==> src/rtl/btn_debounce.sv <==
`default_nettype none
// ---------------------------------------------------------------------------
// btn_debounce : per-line sampled debouncer with press events, sticky flags, irq
// Revision 1.0
// ---------------------------------------------------------------------------
module btn_debounce #(
  parameter int WIDTH    = 7,
  parameter int PRESCALE = 16000,
  parameter int SAMPLES  = 8
) (
  input  logic             clk,
  input  logic             rst,
  input  logic [WIDTH-1:0] btn_in,
  input  logic [WIDTH-1:0] irq_mask,
  input  logic             irq_ack,
  output logic [WIDTH-1:0] btn_out,
  output logic [WIDTH-1:0] press_evt,
  output logic [WIDTH-1:0] pend,
  output logic             irq
);

  localparam int c_pre_w = (PRESCALE > 2) ? $clog2(PRESCALE) : 1;
  localparam int c_cnt_w = (SAMPLES > 1) ? $clog2(SAMPLES + 1) : 1;
  localparam logic [c_pre_w-1:0] c_pre_max = c_pre_w'(PRESCALE - 1);
  localparam logic [c_cnt_w-1:0] c_smp_max = c_cnt_w'(SAMPLES - 1);

  logic [WIDTH-1:0]              meta_q, meta_d;
  logic [WIDTH-1:0]              sync_q, sync_d;
  logic [c_pre_w-1:0]            presc_q, presc_d;
  logic [WIDTH-1:0][c_cnt_w-1:0] cnt_q, cnt_d;
  logic [WIDTH-1:0]              btn_out_q, btn_out_d;
  logic [WIDTH-1:0]              press_evt_q, press_evt_d;
  logic [WIDTH-1:0]              pend_q, pend_d;
  logic                          tick;

  always_comb begin
    meta_d    = btn_in;
    sync_d    = meta_q;
    tick      = (presc_q == c_pre_max);
    presc_d   = tick ? '0 : presc_q + 1'b1;
    btn_out_d = btn_out_q;
    cnt_d     = cnt_q;
    // Any sample agreeing with the accepted level restarts that line's count.
    for (int i = 0; i < WIDTH; i++) begin
      if (sync_q[i] == btn_out_q[i]) begin
        cnt_d[i] = '0;
      end else if (tick) begin
        if (cnt_q[i] == c_smp_max) begin
          btn_out_d[i] = sync_q[i];
          cnt_d[i]     = '0;
        end else begin
          cnt_d[i] = cnt_q[i] + 1'b1;
        end
      end
    end
    press_evt_d = btn_out_q & ~btn_out_d;
    // A press landing on the ack cycle survives the clear.
    pend_d      = (irq_ack ? '0 : pend_q) | press_evt_q;
  end

  always_ff @(posedge clk or negedge rst) begin
    if (!rst) begin
      meta_q      <= '1;
      sync_q      <= '1;
      presc_q     <= '0;
      cnt_q       <= '0;
      btn_out_q   <= '1;
      press_evt_q <= '0;
      pend_q      <= '0;
    end else begin
      meta_q      <= meta_d;
      sync_q      <= sync_d;
      presc_q     <= presc_d;
      cnt_q       <= cnt_d;
      btn_out_q   <= btn_out_d;
      press_evt_q <= press_evt_d;
      pend_q      <= pend_d;
    end
  end

  assign btn_out   = btn_out_q;
  assign press_evt = press_evt_q;
  assign pend      = pend_q;
  assign irq       = |(pend_q & irq_mask);

endmodule
`default_nettype wire

==> config.mk <==
export PLATFORM = sky130hd
export DESIGN_NAME = btn_debounce
export DESIGN_NICKNAME = d
export VERILOG_FILES = /design/src/rtl/btn_debounce.sv
export SDC_FILE = /design/constraint.sdc
export NUM_CORES = 1
export LEC_CHECK = 0
export ABC_AREA = 1
export CORE_UTILIZATION = 50
export DETAILED_ROUTE_END_ITERATION = 12
export GPL_ROUTABILITY_DRIVEN = 0
export GPL_TIMING_DRIVEN = 1
export PLACE_DENSITY = 0.81
export SETUP_SLACK_MARGIN = 0.15
export SLEW_MARGIN = 0
export SYNTH_ARGS = -nofsm -noshare
export SYNTH_HDL_FRONTEND = slang
export SYNTH_SLANG_ARGS = --single-unit
==> constraint.sdc <==
create_clock -name clk -period 1.4 [get_ports clk]
set_input_delay 0.21 -clock clk [delete_from_list [all_inputs] [get_ports clk]]
set_output_delay 0.21 -clock clk [all_outputs]
set_load 0.01 [all_outputs]
=== Word-level counts from Yosys, hierarchy flattened ===
Index checks and enable logic that the tools add are counted.

* Flip-flop bits (word level): 77
* Bits of input ports: 17
* Output and inout port bits: 22
* Word-level logic and storage cells: 92

* Add/sub/neg operators: 8
* Equal/unequal tests: 15
* Multiplexer cells: 44
* Bitwise logic cells: 4
* Reduce and logical (&&, ||, !) cells: 8

{| class="wikitable"
|+ Operator list
! kind !! count
|-
| $mux W4 || 21
|-
| $add A4 B1 Y4 const B || 7
|-
| $eq A4 B3 Y1 const B || 7
|-
| $mux W1 || 21
|-
| $add A14 B1 Y14 const B || 1
|-
| $and A7 B7 Y7 || 2
|-
| $eq A14 B14 Y1 const B || 1
|-
| $mux W14 || 1
|-
| $reduce_bool A2 Y1 || 7
|-
| $eq A1 B1 Y1 || 7
|-
| $mux W7 || 1
|-
| $not A7 Y7 || 1
|-
| $or A7 B7 Y7 || 1
|-
| $reduce_or A7 Y1 || 1
|}

=== Logic depth before layout (Yosys ltp) ===
Gate-level depths: netlist of the first run.

* Depth after elaboration: 6
* Depth in mapped cells: 9
* Depth with buffers taken out: 8

=== Least setup slack after synthesis of the first run ===
No wires, ideal clock.

* Path kind: register to register
* Start: register btn_out_q[5], in the netlist btn_out[5]
* End: register cnt_q[22] (netlist name)
* Library setup time: 66 ps
* Arrival: 1296 ps
* Data required time: 1334 ps
* Slack: 38 ps
* Stages on the path, launching flop included: 5
* Buffers on the path: 0
* Period minus slack after synthesis: 1362 ps
* Path through: dfstp_2 xor2_1 a21boi_0 nand2_1 nand2_1

* Word-level cells in the longest chain between the ends: 2
* Elaborated cells on any way between the ends: 3
* Those cells by class: eq/ne: 1; mux: 1; reduce/logical: 1

{| class="wikitable"
|+ RTL lines
! what !! line !! text
|-
| start: declaration || 31 || <nowiki>logic [WIDTH-1:0] btn_out_q, btn_out_d;</nowiki>
|-
| start signal: assignment || 75 || <nowiki>btn_out_q <= btn_out_d;</nowiki>
|-
| $eq A1 B1 Y1 * || 45 || <nowiki>if (sync_q[i] == btn_out_q[i]) begin</nowiki>
|-
| $mux W4 or $reduce_bool A2 Y1 (tied branches) || - ||
|-
| end signal: assignment || 74 || <nowiki>cnt_q <= cnt_d;</nowiki>
|-
| end: declaration || 30 || <nowiki>logic [WIDTH-1:0][c_cnt_w-1:0] cnt_q, cnt_d;</nowiki>
|}

Every way passes the cells marked *; elsewhere a longest branch is shown, timed or not.
A chain may end at the register's enable or synchronous reset.

=== Final worst setup path of the first run ===
* Start: register presc_q[0]
* End: register presc_q[5]

* Word-level cells in the longest chain between the ends: 2
* Elaborated cells on any way between the ends: 3
* Those cells by class: add/sub: 1; eq/ne: 1; mux: 1

{| class="wikitable"
|+ RTL lines
! what !! line !! text
|-
| start: declaration || 29 || <nowiki>logic [c_pre_w-1:0] presc_q, presc_d;</nowiki>
|-
| start signal: assignment || 73 || <nowiki>presc_q <= presc_d;</nowiki>
|-
| $add A14 B1 Y14 or $eq A14 B14 Y1 (tied branches) || 40, 39 ||
|-
| $mux W14 * || 40 || <nowiki>presc_d = tick ? '0 : presc_q + 1'b1;</nowiki>
|-
| net presc_d[5] || 29 ||
|}

The timed path passes the listed nets; every way through them passes the cells marked *.

==> results of run 1 <==
layer usage:
layer  global-route usage  up-vias  share of wire  routed length [um]
li1                     -     1595              -                   -
met1                0.304     1634           0.38                3820
met2                0.461      129           0.52                5270
met3               0.0537       31          0.063                 629
met4                0.124        0          0.033                 327
met5                    0        -              0                   0
worst register-to-register path: cells and delay by family (launching register included):
kind,cells,cell delay (ns)
AND/OR/NAND/NOR,4,0.36
flip-flops,1,0.36
adder cells (fa/ha/maj),1,0.22
buffers and inverters,4,0.44
logic make-up (layout without fill, tap and decap cells):
group | Yosys count | count (layout)
compound gates | 34 | 34
buf+inv | 50 | 159
flops | 77 | 77
simple gates | 240 | 240
xor+xnor | 21 | 21
fa+ha+maj | 8 | 8
path summary, 6_finish.rpt:
check / endpoint
hold reg to reg: sync_q[0]
hold / removal: meta_q[2]
setup / recovery: presc_q[5]
max in group asynchronous: btn_out[6]
min in group asynchronous: press_evt[4]
setup reg to reg: presc_q[5]
cell usage in the layout, fill, tap and decap left out, types with 9 or more instances in the layout:
cell type / synthesis / layout
buf_4: 0 / 42
nor2_1: 49 / 34
nand3_1: 45 / 31
xor2_1: 19 / 17
nand3_2: 2 / 13
clkbuf_8: 0 / 9
nand2_1: 113 / 98
nand2_2: 1 / 11
dfstp_2: 21 / 21
nor2_2: 2 / 12
clkdlybuf4s50_1: 0 / 15
inv_1: 41 / 40
buf_6: 4 / 20
dfrtp_1: 56 / 56
nand4_1: 14 / 14
state kept, by name, summed over array words and instances (netlist names):
name / cells
presc_q: 14
cnt_q: 28
pend: 7
press_evt: 7
btn_out: 7
sync_q: 7
meta_q: 7
where the power goes:
part	switching [mW]	total (mW)	internal, mW
combinational	0.102	0.178	0.0767
sequential	0.0163	2.28	2.26
clock	0.927	1.59	0.661
total	1.05	4.04	3.00
layout make-up:
cell class,instances,share of cell area
clock buffer,9,0.0234
clock inverter,7,0.0109
inverter,44,0.0327
multi-input combinational,303,0.351
sequential,77,0.370
tap,96,0.0227
timing repair buffer,99,0.190
timing repair:
| item | 4_1_cts | 5_1_grt |
|---|---|---|
| pin swaps | 6 | 16 |
| gates resized for setup | 109 | 73 |
| setup buffers | 11 | 2 |
| setup endpoints to repair | 75 | 72 |
| cloned | 3 | 1 |
| hold endpoints to repair | 16 | 0 |
| hold buffers | 1 | 0 |
per-stage QoR:
step	instance area, sq um	setup TNS [ns]	hold slack [ns]	setup WS, ns	power, mW
finish	5290	-2.47	0.245	-0.0905	4.04
global route	5290	-6.55	0.243	-0.191	4.18
CTS	5000	-2.52	0.234	-0.0863	4.03
detailed placement	4540	-2.72	0.150	-0.300	2.48
global placement	4540	-1.00	0.143	-0.290	2.47
floorplan	3720	0	-0.0856	0.0558	2.35
==> impl_metrics.tcl, run 1 <==
set metrics [dict create \
    drt_iter0_markers 305 \
    synth_simple_gate_area_frac 0.283 \
    rsz0062_at_grt "yes" \
    fin_ws_ns -0.0905 \
    post-route-util 0.757 \
    synth.avg_cell_area_sq_um 8.60 \
    cts_buffer_depth 2 \
    seq_area_sq_um 1950 \
    p_per_area_nw_per_um2 765 \
    fmax_mhz 671 \
    grt_pass1_wl_mm 15.1 \
    die_area_sq_um 7740 \
    antenna_found_initial 0 \
    start_kind "flop" \
    ys_seq_area_frac 0.528 \
    area_growth_pct 42.9 \
    grt_pass1_vias 3387 \
    synthCells 430 \
    initial_utilization 0.530 \
    r2r_start "presc_q[0]" \
    hold_start "btn_in[2]" \
    worstPathArrival_ns 1.74 \
    vias 3389 \
    synth_edf_count 0 \
    cts_buffers 9 \
    worst_pin_slew_ns 0.358 \
    netlist_area_sq_um 3700 \
    fillerInstances 440 \
    cp_slowest_cell "dfrtp_1" \
    min_period_ns 1.49 \
    worst_clock_skew_ns 0.0167 \
    peakVddDrop_mv 0.666 \
    grt_max_degree 27 \
    relSlewSlack 0.760 \
    ys_async_sr_fraction 1.00 \
    yosysWarnings 0 \
    cpLargestDelayFamily "buffers and inverters" \
    rr_worst_depth 9 \
    cts_sinks 77 \
    synth-xor-area-share 0.0497 \
    drt_pre_antenna_iters 4 \
    maxCapViolCount 0 \
    clock_latency_ns 0.37 \
    ant_nets 0 \
    dpl.cell_count 601 \
    hold_class "in -> reg" \
    drive_above_1_share 0.347 \
    wl_mm 10.0 \
    layout.nets 559 \
    p_leak_nw 2.56 \
    required_ns 1.65 \
    row_count 30 \
    synth.area.mux_share 0 \
    yosysMostFrequentCell "nand2_1" \
    fin_cells 635 \
    hold_violations 0 \
    status "finished with violations" \
    synth.top_cells.by_area "dfrtp_1 (38%), dfstp_2 (15%), nand2_1 (11%)" \
    grt.total_usage 0.261 \
    timing.hold.worst_path_depth 1 \
    grt-ovfl-total 0 \
    worstSetupEndpointType "flop" \
    fin_crit_sh 1.06 \
    ys_ff_latch 77 \
    rrSetupSlack_ns -0.09 \
    synthAdderAreaFrac 0.0271 \
    cp_cell_sequence "ha_2, nand3_4, inv_4, nand2_2, nor2_4, buf_12, buf_6, buf_6, nor3_2" \
    synth_cell_types 26 \
    clock-root-buffer "clkbuf_8" \
    synth_top_family_by_area "simple AND/OR/NAND/NOR gates" \
    synth_commonest_cells "nand2_1 (113), dfrtp_1 (56), nor2_1 (49), nand3_1 (45), inv_1 (41)" \
    setup.worst_path.start "presc_q[0]" \
    cts_tree "built" \
    synth_largest_area_cell "dfrtp_1" \
    drc_errors 0 \
    numPortBuffers 38 \
    ios 39 \
    syn-num-nets 455 \
    drv_slew 0 \
    cp_max_fo 4 \
    cts.htree.levels 3 \
    wl_per_cell_um 15.8 \
    violations "negative setup slack" \
    die-width_um 88.0 \
    die_y_um 88.0 \
    path_depth 9 \
    yosysTopAreaCellShare 0.379 \
    worst-path-buf-inv 4 \
    crit_type "reg -> reg" \
    cpPeakStageDelay_ns 0.36 \
    synth_flop_cell "dfrtp_1" \
    core-area_sq_um 6980 \
    multi_input_area_sq_um 1850 \
    diodes 0 \
    crit_top_cell "buf_6" \
    cts.clk_slew.worst_paths_ns 0.08 \
    hpwl_mm 5.80 \
    synth_compound_area_frac 0.0524 \
    avgViaCountPerCell 5.34 \
    finalSetupViolCount 48 \
]
Power figures use the tool's default switching activity.
==> run 2, diff against run 1 <==
--- a/config.mk
+++ b/config.mk
@@ -7,6 +7,7 @@
 export LEC_CHECK = 0
 export ABC_AREA = 1
 export CORE_UTILIZATION = 50
+export CTS_CLUSTER_SIZE = 8
 export DETAILED_ROUTE_END_ITERATION = 12
 export GPL_ROUTABILITY_DRIVEN = 0
 export GPL_TIMING_DRIVEN = 1
@@ -16,3 +17,4 @@
 export SYNTH_ARGS = -nofsm -noshare
 export SYNTH_HDL_FRONTEND = slang
 export SYNTH_SLANG_ARGS = --single-unit
+export TNS_END_PERCENT = 1
==> impl_metrics.tcl, run 2 (synthesis gave the netlist of run 1 again) <==
set metrics [dict create \
    status "finished with violations" \
    violations "negative setup slack" \
    layout.nets 535 \
    cts_buffers 9 \
    core-area_sq_um 6980 \
    ios 39 \
    grt-ovfl-total 0 \
    cts_tree "built" \
    layout_commonest_cell "nand2_1" \
    hpwl_mm 5.59 \
    drt_pre_antenna_iters 7 \
    cts_sinks 77 \
    drc_errors 0 \
    numPortBuffers 38 \
    fmax_mhz 686 \
    area_growth_pct 30.8 \
    grt_max_degree 42 \
    clock-root-buffer "clkbuf_8" \
    fin_ws_ns -0.0575 \
    placed_area_sq_um 4460 \
    top_regs "cnt_q: 28 flops, presc_q: 14 flops" \
    die_area_sq_um 7740 \
    diodes 0 \
    relSlewSlack 0.727 \
    drive_above_1_share 0.231 \
    clock_latency_ns 0.36 \
    cts.clk_slew.worst_paths_ns 0.08 \
    peakVddDrop_mv 0.558 \
    p_per_area_nw_per_um2 892 \
    cts_buffer_depth 2 \
    largest_register_ffs 28 \
    worst_clock_skew_ns 0.00723 \
    finalSetupViolCount 7 \
    ant_nets 0 \
    grt_pass1_vias 3050 \
    grt.total_usage 0.230 \
    hold_violations 0 \
    cp_max_fo 2 \
    antenna_found_initial 0 \
    wl_per_cell_um 13.7 \
    top_register "cnt_q" \
    min_period_ns 1.46 \
    timing.hold.ws_ns 0.243 \
    cts.htree.levels 3 \
    worstPathArrival_ns 1.25 \
    start_kind "flop" \
    layout_common_cells "nand2_1 (111), dfrtp_1 (56), nand3_1 (45), inv_1 (40), nor2_1 (40)" \
    maxCapViolCount 0 \
    initial_utilization 0.530 \
    fin_area_sq_um 4840 \
    drt_iter0_markers 180 \
    vias 3183 \
    wl_mm 8.37 \
    fin_crit_sh 1.04 \
    grt_pass1_wl_mm 13.4 \
    rsz0062_at_grt "yes" \
    pre_cts_slack_ns -0.308 \
    die-width_um 88.0 \
    drv_slew 0 \
    avgViaCountPerCell 5.21 \
    row_count 30 \
    fillerInstances 525 \
    worstSetupEndpointType "output port" \
    worst_pin_slew_ns 0.407 \
    required_ns 1.19 \
    p_leak_nw 2.40 \
    crit_type "reg -> out" \
    die_y_um 88.0 \
    hold_class "in -> reg" \
]
run 2: cell count changes in the layout (fill, tap and decap cells not counted), moves of 3 or more:
cell,delta
a21oi_1,+3
a21oi_2,-3
buf_16,-3
buf_4,-12
buf_6,-6
inv_6,-3
nand2_1,+13
nand2_2,-8
nand2_4,-4
nand3_1,+14
nand3_2,-13
nor2_1,+6
nor2_2,-6
o21ai_2,-4
run 2: worst max-delay path, stage by stage, from the launching register on:
cell and delay, ns:
dfrtp_1 0.38, nand2_1 0.07, nand2_1 0.06, a221oi_2 0.17
nand2_1 0.07, buf_2 0.13
run 2: layout make-up:
type                            count  area, sq um  share of cell area
Multi-Input combinational cell    303         1650               0.341
Sequential cell                    77         1950               0.404
Clock buffer                       10          138              0.0284
Tap cell                           96          120              0.0248
Inverter                           44          168              0.0347
Clock inverter                      6         86.3              0.0178
Timing Repair Buffer               75          722               0.149
run 2: final timing paths:
path	startpoint	to	slack [ns]	depth (start not counted)
min in group asynchronous	rst	presc_q[11]	0.27	2
worst min register to register	meta_q[1]	sync_q[1]	0.36	0
max in group asynchronous	rst	sync_q[3]	0.55	3
worst min-delay path	btn_in[4]	meta_q[4]	0.24	1
worst max register to register	presc_q[1]	press_evt[3]	-0.03	8
worst max-delay path	pend[0]	irq	-0.06	5
run 2: stage by stage:
step / std cells / total power [mW] / TNS, ns / utilization
floorplan: 430 / 2.35 / 0 / -
global placement: 593 / 2.46 / -0.642 / 0.638
detailed placement: 593 / 2.47 / -1.36 / 0.638
CTS: 610 / 4.34 / -0.341 / 0.678
global route: 611 / 4.47 / -2.76 / 0.693
finish: 611 / 4.32 / -0.150 / 0.693
run 2: what timing repair did:
| action | in CTS | in global routing |
|---|---|---|
| hold buffers | 1 | 0 |
| resized for setup | 89 | 31 |
| cloned | 0 | 0 |
| endpoints found under the hold margin | 20 | 0 |
| buffers inserted | 0 | 1 |
| pin swaps | 3 | 2 |
| setup endpoints to repair | 74 | 71 |
run 2: layer usage:
layer | track usage | vias up | part of all wire
li1 | - | 1550 | -
met1 | 0.277 | 1500 | 0.41
met2 | 0.395 | 108 | 0.51
met3 | 0.0396 | 25 | 0.055
met4 | 0.122 | 0 | 0.030
met5 | 0 | - | 0
run 2: power breakdown:
part	internal (mW)	total, mW	switching [mW]
Combinational	0.0737	0.163	0.0896
Sequential	2.26	2.28	0.0143
Clock	1.05	1.88	0.830
